### src/rtl/cnn_bias_relu_stream.sv
// Per-output-channel bias add with saturation and ReLU on a channel-major pixel stream.
// Define CNN_BIAS_RELU6_EN to clamp positive results to 6.0 (ReLU6) instead of plain ReLU.
module cnn_bias_relu_stream #(
    parameter int DATA_WIDTH      = 16,
    parameter int FRAC_BITS       = 8,
    parameter int IMAGE_SIZE      = 4096,
    parameter int CHANNEL_NUM_OUT = 256,
    parameter int PXL_CNT_WIDTH   = 12,
    parameter int CH_CNT_WIDTH    = 8
) (
    input  logic                  clk,
    input  logic                  reset,
    input  logic                  valid_bias_in,
    input  logic [DATA_WIDTH-1:0] bias_in,
    input  logic                  bias_reload,
    input  logic                  valid_in,
    input  logic [DATA_WIDTH-1:0] pxl_in,
    output logic [DATA_WIDTH-1:0] pxl_out,
    output logic                  valid_out,
    output logic                  frame_done,
    output logic                  bias_ready,
    output logic                  err_drop
);

`ifdef CNN_BIAS_RELU6_EN
    localparam bit RELU6 = 1'b1;
`else
    localparam bit RELU6 = 1'b0;
`endif

    localparam logic [DATA_WIDTH-1:0] MAX_POS = {1'b0, {(DATA_WIDTH-1){1'b1}}};
    // Upper clamp collapses to MAX_POS (a no-op after saturation) when ReLU6 is off.
    localparam logic [DATA_WIDTH-1:0] CLAMP   = RELU6 ? DATA_WIDTH'(6 << FRAC_BITS) : MAX_POS;

    typedef enum logic {
        S_LOAD,
        S_RUN
    } state_t;

    state_t state, state_nx;

    logic [CH_CNT_WIDTH-1:0]  ptr;
    logic [PXL_CNT_WIDTH-1:0] pxl_cnt;
    logic [CH_CNT_WIDTH-1:0]  ch_cnt;
    logic                     reload_pend;

    logic [DATA_WIDTH-1:0] bias_mem [0:CHANNEL_NUM_OUT-1];

    logic                  v1, last1;
    logic [DATA_WIDTH-1:0] p1, b1;
    logic [DATA_WIDTH:0]   sum;
    logic [DATA_WIDTH-1:0] res;

    logic bias_wr, accept, ptr_last, pxl_wrap, ch_wrap, last_pix, at_frame_start;

    assign bias_wr        = (state == S_LOAD) && valid_bias_in;
    assign accept         = (state == S_RUN) && valid_in;
    assign ptr_last       = (ptr == CH_CNT_WIDTH'(CHANNEL_NUM_OUT - 1));
    assign pxl_wrap       = (pxl_cnt == PXL_CNT_WIDTH'(IMAGE_SIZE - 1));
    assign ch_wrap        = (ch_cnt == CH_CNT_WIDTH'(CHANNEL_NUM_OUT - 1));
    assign last_pix       = accept && pxl_wrap && ch_wrap;
    assign at_frame_start = (pxl_cnt == '0) && (ch_cnt == '0);
    assign bias_ready     = (state == S_RUN);

    always_ff @(posedge clk or negedge reset) begin
        if (!reset) state <= S_LOAD;
        else        state <= state_nx;
    end

    always_comb begin
        state_nx = state;
        case (state)
            S_LOAD: if (bias_wr && ptr_last) state_nx = S_RUN;
            S_RUN: begin
                // A pending or coincident reload takes effect once the last pixel is accepted.
                if (last_pix && (reload_pend || bias_reload))
                    state_nx = S_LOAD;
                else if (bias_reload && !valid_in && at_frame_start)
                    state_nx = S_LOAD;
            end
            default: state_nx = S_LOAD;
        endcase
    end

    always_ff @(posedge clk or negedge reset) begin
        if (!reset) begin
            ptr         <= '0;
            pxl_cnt     <= '0;
            ch_cnt      <= '0;
            reload_pend <= 1'b0;
            err_drop    <= 1'b0;
        end else begin
            if (bias_wr)
                ptr <= ptr_last ? '0 : ptr + CH_CNT_WIDTH'(1);
            if (accept) begin
                if (pxl_wrap) begin
                    pxl_cnt <= '0;
                    ch_cnt  <= ch_wrap ? '0 : ch_cnt + CH_CNT_WIDTH'(1);
                end else begin
                    pxl_cnt <= pxl_cnt + PXL_CNT_WIDTH'(1);
                end
            end
            if (state == S_RUN) begin
                if (state_nx == S_LOAD) reload_pend <= 1'b0;
                else if (bias_reload)   reload_pend <= 1'b1;
            end
            if ((state == S_LOAD) && valid_in)
                err_drop <= 1'b1;
        end
    end

    // Bias storage and its synchronous read port carry no reset.
    always_ff @(posedge clk) begin
        if (bias_wr)
            bias_mem[ptr] <= bias_in;
        b1 <= bias_mem[ch_cnt];
    end

    always_ff @(posedge clk or negedge reset) begin
        if (!reset) begin
            v1    <= 1'b0;
            last1 <= 1'b0;
            p1    <= '0;
        end else begin
            v1    <= accept;
            last1 <= last_pix;
            p1    <= pxl_in;
        end
    end

    always_comb begin
        sum = {p1[DATA_WIDTH-1], p1} + {b1[DATA_WIDTH-1], b1};
        res = sum[DATA_WIDTH-1:0];
        if (sum[DATA_WIDTH])
            res = '0;
        else if (sum[DATA_WIDTH-1])
            res = MAX_POS;
        if (res > CLAMP)
            res = CLAMP;
    end

    always_ff @(posedge clk or negedge reset) begin
        if (!reset) begin
            pxl_out    <= '0;
            valid_out  <= 1'b0;
            frame_done <= 1'b0;
        end else begin
            valid_out  <= v1;
            frame_done <= v1 && last1;
            if (v1)
                pxl_out <= res;
        end
    end

endmodule
### config.mk
export PLATFORM = sky130hd
export DESIGN_NAME = cnn_bias_relu_stream
export DESIGN_NICKNAME = d
export VERILOG_FILES = /design/src/rtl/cnn_bias_relu_stream.sv
export SDC_FILE = /design/constraint.sdc
export NUM_CORES = 2
export LEC_CHECK = 0
export CAP_MARGIN = 20
export CELL_PAD_IN_SITES_DETAIL_PLACEMENT = 1
export CELL_PAD_IN_SITES_GLOBAL_PLACEMENT = 2
export CORE_ASPECT_RATIO = 0.75
export CORE_MARGIN = 5
export CORE_UTILIZATION = 40
export CTS_CLUSTER_SIZE = 14
export DETAILED_ROUTE_END_ITERATION = 12
export PLACE_DENSITY_LB_ADDON = 0.3
export SYNTH_ARGS = -nofsm -noshare
export SYNTH_HDL_FRONTEND = slang
export SYNTH_SLANG_ARGS = --single-unit
export TNS_END_PERCENT = 50
### constraint.sdc
create_clock -name clk -period 3.8 [get_ports clk]
set_input_delay 0.76 -clock clk [delete_from_list [all_inputs] [get_ports clk]]
set_output_delay 0.76 -clock clk [all_outputs]
set_load 0.02 [all_outputs]
# Word-level counts from Yosys, hierarchy flattened
# Memories as Yosys holds them, arrays and structs flattened. A register that Yosys moved wholly into a read port is not among the register bits.
# Cells that the tools add are included.
# classes
mux	14
add_sub_neg	4
order_cmp	1
reduce_logical	17
bitwise	1
n_eq_ne	4
# op_table
operator	n
2-to-1 mux 16 bit	2
adder 16 x 16 -> 17 bit	1
adder 8 x 1 -> 8 bit, second input constant	2
== test 8 bit, second input constant	2
greater-than comparator 16 x 15 -> 1 bit, second input constant	1
2-to-1 mux 8 bit	2
2-to-1 mux 15 bit	1
adder 12 x 1 -> 12 bit, second input constant	1
== test 12 bit, second input constant	1
zero test 12 bit	1
2-to-1 mux 12 bit	1
logical AND 1 bit	11
zero test 8 bit	1
2-to-1 mux 1 bit	7
AND reduction 2 bit	2
!= test 2 bit, second input constant	1
case mux 1 bit (2 select lines)	1
zero test 1 bit	1
logical OR 1 bit	1
inverter 1 bit	1
# word_totals
mem_count	1
word_cells	54
reg_bits	67
input_bits	37
output_inout_bits	20
ram_bits	4096
# mem_list
name	depth	width	read_ports	rd_ports_with_merged_regs	wr	line	text
bias_mem	256	16	1	1	1	47	logic [DATA_WIDTH-1:0] bias_mem [0:CHANNEL_NUM_OUT-1];

# Longest topological paths before layout
# depth
depth_word	8
ltp_mapped	14
depth_no_buf	9

# Worst setup path before layout
# OpenSTA, ideal clock, no wires.
# synth_path
path_type	input -> register
startpoint	in valid_bias_in
endpoint	mem bias_mem[147][0], enable pin
arrival_time_ns	2.890
required_ns	3.391
slack_ns	0.501
setup_ns	0.409
cell_stages	6
path_buffers	2
cell_sequence	nor2b_1 > clkbuf_1 > clkbuf_1 > and3_1 > nand2_1 > nor3_1
# synth_via
elab_chain_cells	3
# synth_rtl
element	line	text
start, declared	13	input logic valid_bias_in,
logical AND 1 bit	56	assign bias_wr = (state == S_LOAD) && valid_bias_in;
2-to-1 mux 1 bit	114	if (bias_wr)
2-to-1 mux 1 bit (not written as such)	115	bias_mem[ptr] <= bias_in;
end, declared	47	
# No other way between the ends.

==> results.ini <==
[global_route]
antenna_found_initial = 40
grt_max_degree = 132
grt_usage_pct = 23.88
grt_pass1_vias = 84260
grt_pass1_wl_um = 698500
grt_overflow_total = 0

[clock_network]
tritoncts = yes
cts_buffer_depth = 4
cts-buffers-inserted = 396
htreeDepth = 5
cts_root_buffer = clkbuf_16
insertion_delay_ns = 0.95
path_clk_slew_ns = 0.06
cts_sinks = 4178

[critical_path]
start_kind = flop
cp_slowest_cell = mux4_2
path_buf_inv = 4
cp.required_ns = 4.58
crit_chain = buf_12, buf_12, buf_4, buf_4, mux4_2, a22oi_1, a21oi_1, or3_1, nand4_1, o211ai_1
worstPathArrival_ns = 4.61
cp_max_fo = 12
crit_type = flop to flop
path_delay_family = compound AO/OA/AOI/OAI gates
cp_slowest_stage_delay_ns = 0.53
crit_path_end_kind = flop

[sta]
final.setup.tns_ns = -0.03913
report.final.slew_viol_count = 0
max_slew.worst_pin.slew_ns = 1.238
fmax_mhz = 260.9
setup_viol = 2
rsz0062_at_grt = yes
hold_viol = 0
final.period_utilization_pct = 100.9
fin_crit_ns = 3.833
slew_headroom_pct = 17.44
worst_slack_ns = -0.03334
skew_ns = 0.06963

[final_layout]
multi_input_area_um2 = 34120
seq_area_um2 = 125000
syn_to_final_growth_pct = 16.61
final_nets = 8297
nFillCells = 36230
drive_gt1_share_pct = 30.92
final_area_um2 = 187800

[placement]
place_area_um2 = 175300
gp_congestion = 0.8514
numPortBuffers = 55
hpwl_um = 319800

[detailed_routing]
drt_iter0_drc = 12540
drt-met1-wl_um = 212700
routedWlPerCell_um = 36.16
topRoutingLayerUsed = met5
ant_nets = 0
drcViolationCount = 0
dr.pass1.iters = 6
met2RoutedLength_um = 223900
drt_wl_total_um = 503800
vias = 84110
wl_met3_um = 51860
viasPerCell = 6.038

[yosys]
synth-edff-count = 4096
ys_seq_area_share_pct = 77.58
yosysWarnings = 0
synth_fp_nets = 7395
synth_cells = 7333
avgSynthCellArea_um2 = 21.97
ys_ff_latch = 4178
syn_area_um2 = 161100
synth_cell_type_count = 75
synth_flop_cell = edfxtp_1
async_flop_share_pct = 1.580

[die]
die_x_um = 742.8
core_area_um2 = 400400
start_util_pct = 40.23
ios = 57
fp-row-count = 201
die_y_um = 559.6
die_area_um2 = 415600

[outcome]
violations = negative setup slack
status = finished with violations

[flow_run]
drv_cap = 0

[pwr]
power_density_nw_per_um2 = 491.9
leakage_nw = 59.11
power_w = 0.09239
ir_worst_vdd_uv = 427.9

[min_path]
hold_path.class = input port to flop

placed cells by master, fill, tap and decap left out, types with 24 or more instances in the layout:
master / instances
clkinv_2: 65
o22ai_1: 59
clkbuf_16: 403
mux4_2: 990
a21oi_1: 97
a22o_1: 53
a211oi_1: 30
nor2_1: 173
a22oi_1: 138
o211ai_1: 24
buf_12: 187
o21ai_0: 62
edfxtp_1: 4096
a221oi_1: 88
ha_1: 24
nand3_1: 45
nor2_2: 151
clkbuf_1: 91
nor3_1: 25
clkinv_1: 89
clkdlybuf4s50_1: 38
nand2_1: 188
mux2i_1: 231
buf_4: 685
dfrtp_1: 58
bufinv_16: 28
worst reg2reg max path, stage by stage (launching register included):
cell      delay [ns]
dfrtp_4         0.45
buf_12          0.14
buf_12          0.21
buf_4           0.31
buf_4           0.25
mux4_2          0.53
a22oi_1         0.48
a21oi_1         0.26
or3_1           0.44
nand4_1         0.44
o211ai_1        0.16
flip-flops by register name (all words and copies together), names as in the netlist:
register	count
err_drop	1
bias_ready	1
ptr	8
b1	16
pxl_cnt	12
ch_cnt	8
valid_out	1
reload_pend	1
last1	1
p1	16
bias_mem	4096
frame_done	1
pxl_out	15
v1	1
layer usage:
layer	vias to the layer above	track usage (%)
met1	46110	35.98
met4	10	6.368
met5	-	0
li1	32830	-
met2	4487	35.21
met3	678	5.228
cell usage after synthesis, drive strengths merged (30+ instances only):
library cell     n  area [µm²]
nor3            30       150.1
a221oi          90       788.3
dfrtp           66        1652
mux4           990       22300
nor2           327        1227
edfxtp        4096      123000
nand2          193       724.4
a22oi          140        1051
nand3           58       290.3
a22o            53       464.2
mux2i          232        2322
a211oi          32       240.2
o21ai           78       390.4
a21oi           97       485.5
o22ai           61       381.6
clkbuf         192       720.7
buf            234        1834
final cells by class:
class	instances	share of cell area, %
inverter	21	0.04863
clock buffer	505	5.631
tap	5379	3.583
multi-input combinational	2708	18.16
sequential	4178	66.54
clock inverter	204	0.9479
timing repair buffer	930	5.076
antenna	6	0.007993
power breakdown:
part           switching (W)  internal [W]
clock                 0.0173        0.0216
combinational        0.00200      0.000494
sequential          0.000150        0.0509
cell families after synthesis:
| logic type | Yosys count | synth area share, % |
|---|---|---|
| xor gates and xnor gates | 29 | 0.1577 |
| other | 1 | 0.002328 |
| adders and majority gates | 25 | 0.1988 |
| muxes | 1233 | 15.36 |
| buffers and inverters | 447 | 1.635 |
| AOI/OAI and AO/OA | 701 | 3.130 |
| DFF | 4178 | 77.58 |
| and+or+nand+nor | 719 | 1.936 |
final timing paths:
check | start | endpoint | slack [ns] | cells past startpoint
max | ch_cnt[0]$_DFFE_PN0P_ | b1[14]$_DFF_P_ | -0.03 | 10
min | bias_in[14] | bias_mem[4][14]$_DFFE_PP_ | 0.23 | 1
max reg2reg | ch_cnt[0]$_DFFE_PN0P_ | b1[14]$_DFF_P_ | -0.03 | 10
min reg2reg | v1$_DFF_PN0_ | valid_out$_DFF_PN0_ | 0.40 | 0
max in group asynchronous | reset | pxl_out[4]$_DFFE_PN0P_ | 2.52 | 3
min in group asynchronous | reset | pxl_out[10]$_DFFE_PN0P_ | 0.41 | 2
metrics by stage:
step	hold slack [ns]	setup WS [ns]	utilization (%)	cells
3_5_place_dp	0.3914	-0.6024	43.79	13210
5_1_grt	0.1987	-0.08291	46.91	13930
4_1_cts	0.1775	0.02971	46.90	13930
6_report	0.2319	-0.03334	46.92	13930
2_1_floorplan	0.3668	0.5006	-	7333
3_3_place_gp	0.3825	-1.224	43.78	13210
repair_timing:
action,CTS,global route
gates resized for setup,12,8
endpoints found under the hold margin,37,0
hold buffers,1,0
setup endpoints to repair,10,7
buffers inserted,2,0
No activity file was read; power rests on OpenSTA's default activity.
